$ cat src/rtl/logic_unit_pkg.sv
// Shared opcode encoding and default datapath width for the pipelined logic unit.
package logic_unit_pkg;

  localparam int WIDTH_DEF = 8;

  typedef enum logic [2:0] {
    OP_AND  = 3'd0,
    OP_OR   = 3'd1,
    OP_XOR  = 3'd2,
    OP_NAND = 3'd3,
    OP_NOR  = 3'd4,
    OP_XNOR = 3'd5,
    OP_ADD  = 3'd6,
    OP_SUB  = 3'd7
  } opcode_e;

endpackage

$ cat src/rtl/logic_unit_core.sv
// Combinational ALU core: eight logic/arithmetic ops with zero and carry/borrow flags.
module logic_unit_core
  import logic_unit_pkg::*;
#(
  parameter int WIDTH = WIDTH_DEF
) (
  input  logic [WIDTH-1:0] a,
  input  logic [WIDTH-1:0] b,
  input  opcode_e          op,
  output logic [WIDTH-1:0] q,
  output logic             zero,
  output logic             carry
);

  logic [WIDTH:0] sum;
  logic [WIDTH:0] diff;

  always_comb begin
    sum   = {1'b0, a} + {1'b0, b};
    // The extra top bit of an unsigned subtract is set exactly when a < b.
    diff  = {1'b0, a} - {1'b0, b};
    q     = '0;
    carry = 1'b0;
    case (op)
      OP_AND:  q = a & b;
      OP_OR:   q = a | b;
      OP_XOR:  q = a ^ b;
      OP_NAND: q = ~(a & b);
      OP_NOR:  q = ~(a | b);
      OP_XNOR: q = ~(a ^ b);
      OP_ADD: begin
        q     = sum[WIDTH-1:0];
        carry = sum[WIDTH];
      end
      OP_SUB: begin
        q     = diff[WIDTH-1:0];
        carry = diff[WIDTH];
      end
    endcase
    zero = (q == '0);
  end

endmodule

$ cat src/rtl/logic_unit_pipe.sv
// Two-stage valid/ready ALU pipeline with an accumulator that tracks the latest result.
module logic_unit_pipe
  import logic_unit_pkg::*;
#(
  parameter int WIDTH = WIDTH_DEF
) (
  input  logic             clk,
  input  logic             rst_n,
  input  logic             in_valid,
  output logic             in_ready,
  input  logic [WIDTH-1:0] x,
  input  logic [WIDTH-1:0] y,
  input  logic [2:0]       s,
  input  logic             acc,
  output logic             out_valid,
  input  logic             out_ready,
  output logic [WIDTH-1:0] q,
  output logic             zero,
  output logic             carry
);

  logic             vld_p1_q, vld_p1_d;
  logic [WIDTH-1:0] x_p1_q, x_p1_d;
  logic [WIDTH-1:0] y_p1_q, y_p1_d;
  opcode_e          op_p1_q, op_p1_d;
  logic             acc_p1_q, acc_p1_d;

  logic             vld_p2_q, vld_p2_d;
  logic [WIDTH-1:0] q_p2_q, q_p2_d;
  logic             zero_p2_q, zero_p2_d;
  logic             carry_p2_q, carry_p2_d;
  logic [WIDTH-1:0] acc_reg_q, acc_reg_d;

  logic             s2_adv, s2_load, accept;
  logic [WIDTH-1:0] opa_p1;
  logic [WIDTH-1:0] core_q;
  logic             core_zero, core_carry;

  // in_ready depends only on pipeline state and out_ready, never on in_valid.
  always_comb begin
    s2_adv   = !vld_p2_q || out_ready;
    in_ready = !vld_p1_q || s2_adv;
    accept   = in_valid && in_ready;
    s2_load  = vld_p1_q && s2_adv;
    opa_p1   = acc_p1_q ? acc_reg_q : x_p1_q;
  end

  always_comb begin
    vld_p1_d   = in_ready ? in_valid : vld_p1_q;
    x_p1_d     = accept ? x : x_p1_q;
    y_p1_d     = accept ? y : y_p1_q;
    op_p1_d    = accept ? opcode_e'(s) : op_p1_q;
    acc_p1_d   = accept ? acc : acc_p1_q;
    vld_p2_d   = s2_adv ? vld_p1_q : vld_p2_q;
    q_p2_d     = s2_load ? core_q : q_p2_q;
    zero_p2_d  = s2_load ? core_zero : zero_p2_q;
    carry_p2_d = s2_load ? core_carry : carry_p2_q;
    acc_reg_d  = s2_load ? core_q : acc_reg_q;
  end

  logic_unit_core #(.WIDTH(WIDTH)) u_core (
    .a     (opa_p1),
    .b     (y_p1_q),
    .op    (op_p1_q),
    .q     (core_q),
    .zero  (core_zero),
    .carry (core_carry)
  );

  // ---- stage 1: operand capture (data needs no reset, qualified by vld_p1) ----
  always_ff @(posedge clk) begin
    x_p1_q   <= x_p1_d;
    y_p1_q   <= y_p1_d;
    op_p1_q  <= op_p1_d;
    acc_p1_q <= acc_p1_d;
  end

  // ---- stage 2: result, flags, accumulator and all valid bits ----
  always_ff @(posedge clk or negedge rst_n) begin
    if (!rst_n) begin
      vld_p1_q   <= 1'b0;
      vld_p2_q   <= 1'b0;
      q_p2_q     <= '0;
      zero_p2_q  <= 1'b0;
      carry_p2_q <= 1'b0;
      acc_reg_q  <= '0;
    end else begin
      vld_p1_q   <= vld_p1_d;
      vld_p2_q   <= vld_p2_d;
      q_p2_q     <= q_p2_d;
      zero_p2_q  <= zero_p2_d;
      carry_p2_q <= carry_p2_d;
      acc_reg_q  <= acc_reg_d;
    end
  end

  assign out_valid = vld_p2_q;
  assign q         = q_p2_q;
  assign zero      = zero_p2_q;
  assign carry     = carry_p2_q;

endmodule
$ cat config.mk
export PLATFORM = sky130hd
export DESIGN_NAME = logic_unit_pipe
export DESIGN_NICKNAME = d
export VERILOG_FILES = /design/src/rtl/logic_unit_pkg.sv /design/src/rtl/logic_unit_core.sv /design/src/rtl/logic_unit_pipe.sv
export SDC_FILE = /design/constraint.sdc
export NUM_CORES = 1
export LEC_CHECK = 0
export CAP_MARGIN = 15
export CORE_MARGIN = 8
export CORE_UTILIZATION = 52
export CTS_BUF_LIST = sky130_fd_sc_hd__clkbuf_4
export DETAILED_ROUTE_END_ITERATION = 8
export GPL_ROUTABILITY_DRIVEN = 0
export PLACE_DENSITY = 0.79
export SLEW_MARGIN = 40
export SYNTH_ARGS = -nofsm -noshare
export SYNTH_HDL_FRONTEND = slang
export SYNTH_SLANG_ARGS = --single-unit
$ cat constraint.sdc
create_clock -name clk -period 3.27 [get_ports clk]
set_input_delay 0.654 -clock clk [delete_from_list [all_inputs] [get_ports clk]]
set_output_delay 0.654 -clock clk [all_outputs]
set_load 0.01 [all_outputs]
== Word-level counts from Yosys, hierarchy flattened ==
Cells that the tools add are included.

* Memories kept: 0
* Latch bits: 0
* RAM bits: 0
* Flip-flop bits (word level): 32
* Word-level logic and storage cells: 35
* Output and inout bits: 12
* ROM bits: 0

* Equality and inequality tests: 7
* $lt $le $gt $ge: 0
* Bitwise gates (word level): 6
* Multiplexer cells: 3
* Divide/modulo/power cells: 0
* Shifts and indexed selects: 0
* Reductions and logical operators: 8
* Multipliers: 0
* Add/subtract/negate cells: 2

{| class="wikitable"
|+ Operator list
! cell !! number
|-
| $pmux 8 s8 || 1
|-
| $not 8->8 || 3
|-
| $eq 3x3->1 const B || 4
|-
| $add 8x8->9 || 1
|-
| $sub 8x8->9 || 1
|-
| $and 8x8->8 || 1
|-
| $logic_not 8->1 || 1
|-
| $mux 8 || 1
|-
| $or 8x8->8 || 1
|-
| $xor 8x8->8 || 1
|-
| $eq 3x2->1 const B || 2
|-
| $eq 3x1->1 const B || 1
|-
| $logic_not 3->1 || 1
|-
| $logic_and 1x1->1 || 2
|-
| $logic_not 1->1 || 2
|-
| $logic_or 1x1->1 || 2
|-
| $pmux 1 s2 || 1
|}

== Longest topological paths before layout ==
Gate-level depths: netlist (run 1).

* Word-level depth: 5
* Mapped depth: 13

== Cells and area by module ==
A second synthesis (run 1) with hierarchy kept.

* Cell total of the unflattened synthesis: 257
* Area total of the unflattened synthesis: 2529.9 um^2

{| class="wikitable"
|+ By module, submodules not included
! module !! instances !! cells an instance !! area an instance (um^2) !! seq. area each (um^2)
|-
| logic_unit_core || 1 || 200 || 1368.8 || 0.0
|-
| logic_unit_pipe || 1 || 57 || 1161.1 || 900.9
|}

== Worst setup path before layout (run 1) ==
No wires, ideal clock.

* Path kind: reg2reg
* Start point: reg acc_p1_q
* End point: reg zero_p2_q, in the netlist zero
* Required time: 3.178 ns
* Period minus slack after synthesis: 3.208 ns
* Arrival: 3.116 ns
* Buffers on the path: 1
* Stages on the path, launching flop included: 13
* Setup slack: 0.062 ns
* Library setup time: 0.092 ns
* Cell sequence: edfxtp_1 clkbuf_1 mux2i_1 ha_1 inv_1 fa_1 nand2b_2 a2bb2oi_2 a221oi_1 mux2i_1 o211ai_1 or4_4 o31ai_2

* Cells in the longest elaborated chain, start to end: 5

{| class="wikitable"
|+ Ends and longest elaborated chain
! item !! line !! RTL
|-
| start, declared || logic_unit_pipe.sv:26 || <nowiki>logic acc_p1_q, acc_p1_d;</nowiki>
|-
| start signal, assigned || logic_unit_pipe.sv:75 || <nowiki>acc_p1_q <= acc_p1_d;</nowiki>
|-
| $mux 8 (*) || logic_unit_pipe.sv:45 || <nowiki>opa_p1 = acc_p1_q ? acc_reg_q : x_p1_q;</nowiki>
|-
| parallel branches: the longest is 2 deep, another holds $sub 8x8->9 || - ||
|-
| $pmux 8 s8 (*) || logic_unit_core.sv:24 || <nowiki>case (op)</nowiki>
|-
| $logic_not 8->1 (*) || logic_unit_core.sv:40 || <nowiki>zero = (q == '0);</nowiki>
|-
| end signal, assigned || logic_unit_pipe.sv:91 || <nowiki>zero_p2_q <= zero_p2_d;</nowiki>
|-
| end, declared || logic_unit_pipe.sv:30 || <nowiki>logic zero_p2_q, zero_p2_d;</nowiki>
|}

Mark *: on every way between the ends.
A chain may end at the register's enable or synchronous reset.

== Final worst setup path (run 1) ==
* Start point: reg acc_p1_q
* End point: reg q_p2_q[5], in the netlist q[5]

* Cells in the longest elaborated chain, start to end: 4

{| class="wikitable"
|+ Ends and longest elaborated chain
! item !! line !! RTL
|-
| $mux 8 (*) || logic_unit_pipe.sv:45 ||
|-
| parallel branches: the longest is 2 deep, another holds $sub 8x8->9 || - ||
|-
| $pmux 8 s8 (*) || logic_unit_core.sv:24 ||
|-
| end signal, assigned || logic_unit_pipe.sv:90 || <nowiki>q_p2_q <= q_p2_d;</nowiki>
|-
| end, declared || logic_unit_pipe.sv:29 || <nowiki>logic [WIDTH-1:0] q_p2_q, q_p2_d;</nowiki>
|}

Marks and branches as above.

==> results.txt, run 1 <==
----------------------------------------------------
[Placement]
  Total of buffers placed on input and output ports ... 35
  Post-DP HPWL ... about 5100 um
  Worst setup slack before clock tree synthesis ... 0.129 ns

[Cells and area]
  Number of filler cells placed in the layout ... 414
  Layout cells sized above 1 ... around 11%
  Number of antenna diodes ... 0
  Utilization after layout ... 62.3%
  Final layout net count ... 366
  Combined area of the multi-input logic cells ... 1560 um2
  Sequential cell area ... 901 um2
  Area growth, synth to finish ... 17.4%

[Synthesis]
  Adder-cell area share of the yosys netlist ... between 10% and 20%
  Fraction of the mapped netlist area in compound gates ... 21.7%
  Number of instances in the synthesized netlist ... 281
  Synth Area in XOR/XNOR ... between 1.5 and 2%
  Number of library cell types mapped by synthesis ... 62
  Post-synth top flop ... sky130_fd_sc_hd__edfxtp_1
  Area of the mapped netlist ... 2680 um2
  Simple-gate share of the synthesized area ... 13.8%
  Post-synthesis average cell area ... 9.52 um2
  Share of synthesized area occupied by flip-flops and latches ... 33.7%
  Proportion of synthesized area in mux cells ... 8.09%
  Synthesis Warnings ... 0
  Dominant combinational cell family by area after synthesis ... compound AO/OA/AOI/OAI gates
  Number of nets in the synthesized netlist ... 331
  Post-synthesis async set-or-reset flop share ... 37.5%
  EDFF count, synth ... 20
  Synthesis-stage register bit count ... 32

[Power]
  Switching power of the nets ... 0.616 mW
  Portion of total power attributed to sequential cells ... between 30 and 40%
  Switching portion of total power ... between 30% and 40%
  Comb power frac ... 48.6%
  Pwr dens ... roughly 520 nW/um2
  Relative contribution of the clock network to total power ... ~18%
  Pleak ... approximately 1.3 nW
  Worst vdd ir ... 0.434 mV
  Internal power summed over all cells ... 1.01 mW

[Setup path]
  Kind of end point of the critical path ... flip-flop
  Category of the critical setup timing path ... flip-flop to flip-flop
  Required time of the critical path ... 3.54 ns
  Largest fanout of any net on the critical path ... 9
  Arrival time at the worst endpoint ... 3.36 ns
  Critical path startpoint category ... flip-flop
  Worst setup startpoint ... acc_p1_q
  Reg2reg start ... acc_p1_q

[Drt]
  Drt first-iter violations ... 241
  Via total after detailed routing ... 2366
  Initial DRT Pass Iterations ... 7
  Routed wire length per instance ... 17.4 um
  Via/cell ratio ... 6.11
  Drt total wl ... 6750 um
  Final routed DRC violation total ... 0
  Final ANT Viol Nets ... 0

[Job]
  Number of maximum-capacitance violations ... 0

[Global route]
  Initial antenna violation count ... 0
  Largest net degree at the start of global routing ... 23
  Remaining Overflow, GRT ... 0
  Global-route usage over all layers ... 18.5%
  Wire length of the first global-routing pass ... 11200 um
  Via count of the first global-routing pass ... 2394

[STA]
  Relative slew margins ... 51.4%
  Final hold slack ... 0.497 ns
  Maximum operating frequency ... 324 MHz
  PnR worst setup slack ... between 0.15 and 0.2 ns
  Final Hold Fails ... 0
  Final sum of negative setup slack ... 0 ns
  Number of pins with negative max-slew slack in the final report ... 0
  Final critical-path required period ... 3.09 ns
  RSZ-0062 raised after global routing ... false
  Worst Tran Pin Value ... 0.729 ns
  Final setup skew ... 0.0183 ns
  Setup Viol. Count Final ... 0
  Fraction of the cycle the final worst path needs ... roughly 94%

[Floorplan]
  Chip Width ... 87.7 um
  Die area ... ~7700 um2
  Die Y ... 87.7 um
  Starting Density ... 53.1%
  Number of placement rows ... 26
  Total I/O pin count ... 36
  Core Footprint ... 5040 um2

[CTS]
  Clock Sink Count ... 32
  TritonCTS Buffers ... 5
  CTS tree ... built
  Clk buf depth ... 2
  H-tree Lvls ... 2
  Clock edge transition at the registers on the reported setup and hold paths ... ~0.10 ns
  Skew-Pair Late Insertion Delay ... 0.34 ns
  Setup fix buffers added after clock tree synthesis ... 0
  Clock Root Buffer ... sky130_fd_sc_hd__clkbuf_4

[Min path]
  Hold Startpoint ... carry
  Hold/Removal Path Class ... flip-flop to flip-flop

[Status]
  Status ... completed

----------------------------------------------------
-- metal layers --
layer	vias up	global-route usage (%)	part of all wire, %
li1	1091	-	-
met1	1132	22.0	42
met2	122	31.2	48
met3	21	4.13	7.2
met4	0	7.97	2.5
met5	-	0	0
-- kinds of logic (layout without fill, tap and decap cells) --
| logic type | after synthesis | after routing |
|---|---|---|
| XOR/XNOR | 5 | 5 |
| AND/OR/NAND/NOR | 71 | 71 |
| multiplexers | 21 | 21 |
| AO/OA/AOI/OAI | 82 | 82 |
| flip-flops | 32 | 32 |
| buffers and inverters | 44 | 80 |
| adder cells (fa/ha/maj) | 26 | 26 |
-- synthesized netlist by cell type (all sizes together) (4+ instances only) --
cell type,instances,area (um2)
inv,28,105
ha,24,300
nor2,23,86.3
a21oi,21,109
edfxtp,20,601
mux2i,16,160
o21ai,15,75.1
nand2,13,48.8
dfrtp,12,300
buf,8,60.1
clkbuf,8,60.1
a211oi,7,65.1
nand2b,6,40.0
nor2b,6,45.0
a21o,5,38.8
mux2,5,56.3
nor3,5,25.0
xnor2,5,43.8
nor4,4,25.0
o22ai,4,25.0
o31ai,4,35.0
-- power groups by stage --
stage | Combinational [mW] | Sequential, mW | Clock (mW)
floorplan | 0.533 | 0.545 | 0
global placement | 0.741 | 0.544 | 0
detailed placement | 0.763 | 0.546 | 0
CTS | 0.767 | 0.537 | 0.301
global route | 0.861 | 0.546 | 0.314
finish | 0.788 | 0.538 | 0.297
-- metrics by stage --
stage / std cells / total power, mW / cell area (um2)
4_1_cts: 387 / 1.61 / 3140
2_1_floorplan: 281 / 1.08 / 2680
3_5_place_dp: 379 / 1.31 / 3060
3_3_place_gp: 379 / 1.28 / 3060
6_report: 387 / 1.62 / 3140
5_1_grt: 387 / 1.72 / 3140
-- final cells by class --
type	count	share of cell area, %
flip-flops and latches	32	28.7
repair buffers	44	13.3
well taps	70	2.79
inverters	28	3.34
clock inverters	3	1.19
clock buffers	5	1.19
multi-input cells	205	49.5
-- critical path: stages (launching register included) --
cell and delay, ns:
sky130_fd_sc_hd__edfxtp_1 0.41, sky130_fd_sc_hd__buf_4 0.20, sky130_fd_sc_hd__mux2i_1 0.26, sky130_fd_sc_hd__ha_1 0.37, sky130_fd_sc_hd__nor3_1 0.47, sky130_fd_sc_hd__o31ai_1 0.16
sky130_fd_sc_hd__o31ai_1 0.28, sky130_fd_sc_hd__xnor2_1 0.17, sky130_fd_sc_hd__a21oi_1 0.09, sky130_fd_sc_hd__o22ai_1 0.40, sky130_fd_sc_hd__mux2_2 0.23
-- what timing repair did --
item | 4_1_cts | 5_1_grt
resized for setup | 0 | 1
hold buffers | 0 | 0
endpoints found under the setup margin | 0 | 1
-- registers in the layout, summed over array words and instances, names as in the netlist --
signal and flops:
acc_p1_q 1, carry 1, op_p1_q 3, out_valid 1
q 8, vld_p1_q 1, x_p1_q 8, y_p1_q 8
zero 1
-- layout by cell type (no fill, tap or decap), drive strengths merged, types with 4 or more instances in the layout --
master         instances
clkdlybuf4s50         35
inv                   28
ha                    24
nor2                  23
a21oi                 21
edfxtp                20
mux2i                 16
o21ai                 15
nand2                 13
dfrtp                 12
buf                    9
a211oi                 7
nand2b                 6
nor2b                  6
xnor2                  5
mux2                   5
nor3                   5
clkbuf                 5
a21o                   5
o22ai                  4
nor4                   4
o31ai                  4
-- path summary, 6_finish.rpt --
path / slack, ns / cells past startpoint / to
max: 0.18 / 10 / q[5]
min: 0.50 / 2 / carry
max reg2reg: 0.18 / 10 / q[5]
min reg2reg: 0.50 / 2 / carry
max in group asynchronous: 2.19 / 1 / q[4]
min in group asynchronous: 0.68 / 1 / q[0]
(Power assumes the default switching activity.)
==> run 2: changes to the inputs <==
- CTS_BUF_LIST: sky130_fd_sc_hd__clkbuf_4 -> sky130_fd_sc_hd__clkbuf_8
- RECOVER_POWER: unset -> 50
==> run 2 against run 1 <==
Critical path depth grew 2. Hold slack lost 0.011 ns. Fmax is essentially flat. Utilization grew 1.0 points. Register-to-register slack is essentially flat. Global-route usage grew 0.16 points. Non-clock buffer count is the same. Clock power grew 41%. Power grew 7.0%. Sequential cell count is the same. Sequential power is essentially flat. Critical endpoint is now zero. Largest cell class unchanged.
==> results.txt, run 2 (same netlist as run 1, synthesis figures left out) <==
----------------------------------------------------
[CTS]
  Number of hold buffers added after cts ... 0
  Clock edge transition at the registers on the reported setup and hold paths ... 0.07 ns
  Clock Root Buffer ... sky130_fd_sc_hd__clkbuf_8
  Clk buf depth ... 2
  Skew-Pair Late Insertion Delay ... ~0.29 ns
  Clock Sink Count ... 32
  TritonCTS Buffers ... 5
  CTS tree ... built
  H-tree Lvls ... 2
  Setup fix buffers added after clock tree synthesis ... 0

[Power]
  Pleak ... roughly 1.4 nW
  Switching power of the nets ... 0.624 mW
  Internal power summed over all cells ... 1.11 mW
  Pwr dens ... 543 nW/um2
  Relative contribution of the clock network to total power ... 24.1%
  Portion of total power attributed to sequential cells ... 31.0%
  Total power ... 1.74 mW
  Comb power frac ... 44.9%
  Worst vdd ir ... 0.519 mV
  Switching portion of total power ... 36.0%

[Setup path]
  Required time of the critical path ... approximately 3.5 ns
  Arrival time at the worst endpoint ... 3.29 ns
  Kind of end point of the critical path ... flip-flop
  Critical path startpoint category ... flip-flop
  Number of cells traversed by the worst register-to-register path ... 12
  Largest fanout of any net on the critical path ... 5
  Category of the critical setup timing path ... flip-flop to flip-flop

[Cells and area]
  Number of filler cells placed in the layout ... 400
  Post-Layout Inst Area ... 3190 um2
  Utilization after layout ... 63.3%
  Number of antenna diodes ... 0
  Number of standard cells in the final layout excluding fillers ... 387
  Layout cells sized above 1 ... 11.7%
  Leading cell types in the layout, fill and taps excluded ... 26 x sky130_fd_sc_hd__inv_1, 26 x sky130_fd_sc_hd__dlygate4sd3_1, 24 x sky130_fd_sc_hd__ha_1
  Final layout net count ... 366
  Area growth, synth to finish ... 19.4%

[Floorplan]
  Total I/O pin count ... 36
  Starting Density ... 53.1%
  Die Y ... ~88 um
  Chip Width ... 87.7 um
  Number of placement rows ... 26
  Core Footprint ... 5040 um2
  Die area ... slightly below 8000 um2

[STA]
  Relative slew margins ... 51.9%
  Final setup skew ... 0.00796 ns
  Final hold slack ... approximately 0.49 ns
  Fraction of the cycle the final worst path needs ... a little over nine tenths
  Number of pins with negative max-slew slack in the final report ... 0
  Maximum operating frequency ... 324 MHz
  Setup Viol. Count Final ... 0
  Final Hold Fails ... 0
  Worst Tran Pin Value ... about 0.72 ns
  Final critical-path required period ... 3.09 ns

[Placement]
  Placed cells ... 379
  Instance area after placement ... 3060 um2
  Post-DP HPWL ... 5150 um
  Total of buffers placed on input and output ports ... 35

[Global route]
  Largest net degree at the start of global routing ... 23
  Global-route usage over all layers ... 18.7%
  Wire length of the first global-routing pass ... 11400 um
  Initial antenna violation count ... 0
  Remaining Overflow, GRT ... 0
  Via count of the first global-routing pass ... 2448

[Drt]
  Drt first-iter violations ... 313
  Routed wire length per instance ... between 15 and 20 um
  Via/cell ratio ... 6.11
  Drt total wl ... 6820 um
  Final ANT Viol Nets ... 0
  Final routed DRC violation total ... 0
  Via total after detailed routing ... 2365
  Initial DRT Pass Iterations ... 5

[Min path]
  Hold/Removal Path Class ... flip-flop to flip-flop
  Worst hold path depth ... 2

[Job]
  Number of maximum-capacitance violations ... 0

[Status]
  Status ... completed

----------------------------------------------------
==> run 2: cell types whose count changed in the layout (fill, tap and decap cells not counted), sizes merged <==
cell / change
clkbuf: +2
clkdlybuf4s50: -26
clkinv: -2
dlygate4sd3: +26
==> run 2: cell type report <==
class	instances	area (um2)	share of cell area (%)
multi-input cells	205	1560	48.7
flip-flops and latches	32	901	28.2
repair buffers	44	418	13.1
inverters	28	105	3.29
clock buffers	7	96.3	3.02
well taps	70	87.6	2.74
clock inverters	1	30.0	0.940
==> run 2: path summary, 6_finish.rpt <==
check | startpoint | end | slack [ns]
max in group asynchronous | rst_n | q[1] | 2.08
min | carry | carry | 0.49
max reg2reg | acc_p1_q | zero | 0.18
min reg2reg | carry | carry | 0.49
min in group asynchronous | rst_n | carry | 0.80
max | acc_p1_q | zero | 0.18
==> run 2: what timing repair did <==
| item | in CTS | in global routing |
|---|---|---|
| hold endpoints to repair | 0 | 0 |
| gates resized for setup | 0 | 1 |
| endpoints found under the setup margin | 0 | 1 |
==> run 2: power groups by stage <==
stage	clock [mW]	combinational [mW]	sequential, mW
6_report	0.418	0.780	0.538
5_1_grt	0.435	0.854	0.546
4_1_cts	0.423	0.768	0.538
3_5_place_dp	0	0.763	0.546
3_3_place_gp	0	0.741	0.544
2_1_floorplan	0	0.533	0.545
==> run 2: critical path, stage by stage, from the launching register on <==
cell	delay [ns]
sky130_fd_sc_hd__edfxtp_1	0.44
sky130_fd_sc_hd__mux2i_1	0.19
sky130_fd_sc_hd__inv_1	0.08
sky130_fd_sc_hd__ha_1	0.24
sky130_fd_sc_hd__inv_1	0.08
sky130_fd_sc_hd__fa_1	0.43
sky130_fd_sc_hd__nor2b_4	0.14
sky130_fd_sc_hd__a21bo_1	0.14
sky130_fd_sc_hd__mux2i_1	0.25
sky130_fd_sc_hd__o21ai_1	0.09
sky130_fd_sc_hd__o211a_1	0.24
sky130_fd_sc_hd__or4_4	0.51
sky130_fd_sc_hd__o31ai_2	0.19
==> run 2: metal layers <==
metal	vias up	part of all wire, %	global-route usage [%]
met5	-	0	0
met1	1135	42	22.0
met4	0	2.7	8.75
li1	1094	-	-
met3	19	7.0	4.22
met2	117	48	31.3
==> run 2: stage by stage <==
step                 TNS, ns  setup WS [ns]
global route        -0.00489       -0.00489
floorplan                  0         0.0618
finish                     0          0.180
global placement           0          0.259
detailed placement         0          0.129
CTS                        0          0.111
==> run 3: changes to the inputs <==
- RECOVER_POWER: 50 -> 25
==> run 3 against run 2 <==
Register-to-register slack about the same. Critical path type unchanged. Global-route usage unchanged. Utilization unchanged. Clock-buffer cell count unchanged. Sequential power about the same. Fmax about the same. Cell area unchanged. Combinational power increased by 0.6%. Power increased by 0.35%. Clock skew about the same.
==> results.txt, run 3 (same netlist as run 1, synthesis figures left out) <==
----------------------------------------------------
[Status]
  Status ... completed

[STA]
  Worst Tran Pin Value ... 0.722 ns
  Relative slew margins ... about half
  Fraction of the cycle the final worst path needs ... 94.5%
  Maximum operating frequency ... 324 MHz
  Final Hold Fails ... 0
  Number of pins with negative max-slew slack in the final report ... 0
  Final setup skew ... 0.00803 ns
  PnR worst setup slack ... about 0.18 ns
  Final critical-path required period ... ~3 ns
  Final sum of negative setup slack ... 0 ns
  Setup Viol. Count Final ... 0

[Placement]
  Placed cells ... 379
  Total of buffers placed on input and output ports ... 35
  Worst setup slack before clock tree synthesis ... roughly 0.13 ns
  Instance area after placement ... roughly 3100 um2
  Post-DP HPWL ... 5150 um

[Cells and area]
  Number of filler cells placed in the layout ... 400
  Leading cell types in the layout, fill and taps excluded ... 26 x sky130_fd_sc_hd__inv_1, 24 x sky130_fd_sc_hd__ha_1, 23 x sky130_fd_sc_hd__nor2_1
  Number of antenna diodes ... 0
  Number of standard cells in the final layout excluding fillers ... 387
  Leading cell type in the layout, fill and taps excluded ... sky130_fd_sc_hd__inv_1
  Layout cells sized above 1 ... 11.7%
  Final layout net count ... approximately 370
  Post-Layout Inst Area ... 3190 um2
  Area growth, synth to finish ... 19.4%

[Floorplan]
  Die Y ... 87.7 um
  Core Footprint ... 5040 um2
  Total I/O pin count ... 36
  Number of placement rows ... 26
  Chip Width ... 87.7 um
  Starting Density ... between 50 and 60%
  Die area ... between 7000 and 8000 um2

[Setup path]
  Required time of the critical path ... 3.49 ns
  Kind of end point of the critical path ... flip-flop
  Arrival time at the worst endpoint ... 3.31 ns
  Worst setup startpoint ... acc_p1_q
  Critical path startpoint category ... flip-flop
  Capture instance of the worst register-to-register path ... q[5]
  Category of the critical setup timing path ... flip-flop to flip-flop
  Reg2reg start ... acc_p1_q
  Largest fanout of any net on the critical path ... 9
  Crit path to ... q[5]
  Number of cells traversed by the worst register-to-register path ... 10
  Worst setup slack for register-to-register paths ... 0.18 ns

[Global route]
  Initial antenna violation count ... 0
  Wire length of the first global-routing pass ... 11400 um
  Via count of the first global-routing pass ... 2448
  Global-route usage over all layers ... 18.7%
  Remaining Overflow, GRT ... 0
  Largest net degree at the start of global routing ... 23

[CTS]
  Setup fix buffers added after clock tree synthesis ... 0
  Clk buf depth ... 2
  Clock Sink Count ... 32
  H-tree Lvls ... 2
  Clock Root Buffer ... sky130_fd_sc_hd__clkbuf_8
  TritonCTS Buffers ... 5
  Skew-Pair Late Insertion Delay ... 0.29 ns
  CTS tree ... built
  Clock edge transition at the registers on the reported setup and hold paths ... roughly 0.07 ns

[Min path]
  Hold Startpoint ... carry
  Hold/Removal Path Class ... flip-flop to flip-flop

[Job]
  Number of maximum-capacitance violations ... 0

[Drt]
  Drt total wl ... 6830 um
  Drt first-iter violations ... 315
  Via/cell ratio ... 6.11
  Initial DRT Pass Iterations ... 5
  Via total after detailed routing ... 2364
  Final routed DRC violation total ... 0
  Final ANT Viol Nets ... 0
  Routed wire length per instance ... 17.6 um

[Power]
  Total power ... about 1.7 mW
  Worst vdd ir ... ~0.52 mV
  Switching power of the nets ... 0.625 mW
  Switching portion of total power ... 35.9%
  Pwr dens ... 545 nW/um2
  Portion of total power attributed to sequential cells ... between 30% and 40%
  Internal power summed over all cells ... 1.12 mW
  Relative contribution of the clock network to total power ... a little under a quarter
  Comb power frac ... 45.1%
  Pleak ... 1.38 nW

----------------------------------------------------
[run 3: per-layer routing]
layer | wire [um] | global-route usage, %
met4 | 184 | 8.75
met2 | 3280 | 31.3
met1 | 2890 | 22.0
met3 | 474 | 4.22
met5 | 0 | 0
[run 3: final cells by class]
cell class | count | area [um2] | share of cell area, %
clock buffer | 7 | 96.3 | 3.02
inverter | 28 | 105 | 3.29
tap | 70 | 87.6 | 2.74
timing repair buffer | 44 | 418 | 13.1
clock inverter | 1 | 30.0 | 0.940
sequential | 32 | 901 | 28.2
multi-input combinational | 205 | 1560 | 48.7
[run 3: worst min-delay path by stage]
stage | end | slack, ns | depth (start not counted)
2_1_floorplan | carry | 0.36 | 0
3_3_place_gp | carry | 0.47 | 2
3_5_place_dp | carry | 0.48 | 2
4_1_cts | carry | 0.50 | 2
5_1_grt | carry | 0.53 | 2
6_report | carry | 0.49 | 2
[run 3: power by group through the flow]
stage	clock network (mW)	registers (mW)	logic, mW
2_1_floorplan	0	0.545	0.533
3_3_place_gp	0	0.544	0.741
3_5_place_dp	0	0.546	0.763
4_1_cts	0.423	0.538	0.768
5_1_grt	0.435	0.547	0.859
6_report	0.418	0.538	0.785
[run 3: critical path, cell delays in order (launching register included)]
cell                       delay, ns
sky130_fd_sc_hd__edfxtp_1       0.41
sky130_fd_sc_hd__buf_4          0.20
sky130_fd_sc_hd__mux2i_1        0.26
sky130_fd_sc_hd__ha_1           0.38
sky130_fd_sc_hd__nor3_1         0.46
sky130_fd_sc_hd__o31ai_1        0.16
sky130_fd_sc_hd__o31ai_1        0.29
sky130_fd_sc_hd__xnor2_1        0.16
sky130_fd_sc_hd__a21oi_1        0.09
sky130_fd_sc_hd__o22ai_1        0.40
sky130_fd_sc_hd__mux2_2         0.24
[run 3: what timing repair did]
| item | in CTS | in global routing |
|---|---|---|
| hold endpoints to repair | 0 | 0 |
| endpoints found under the setup margin | 0 | 1 |
| hold buffers | 0 | 0 |
| resized for setup | 0 | 1 |
[run 3: per-stage QoR]
stage                     hold WS (ns)  util [%]
final                            0.490      63.3
after global routing             0.525      63.3
after CTS                        0.496      63.2
after detailed placement         0.480      60.7
after global placement           0.470      60.7
after floorplan                  0.358         -
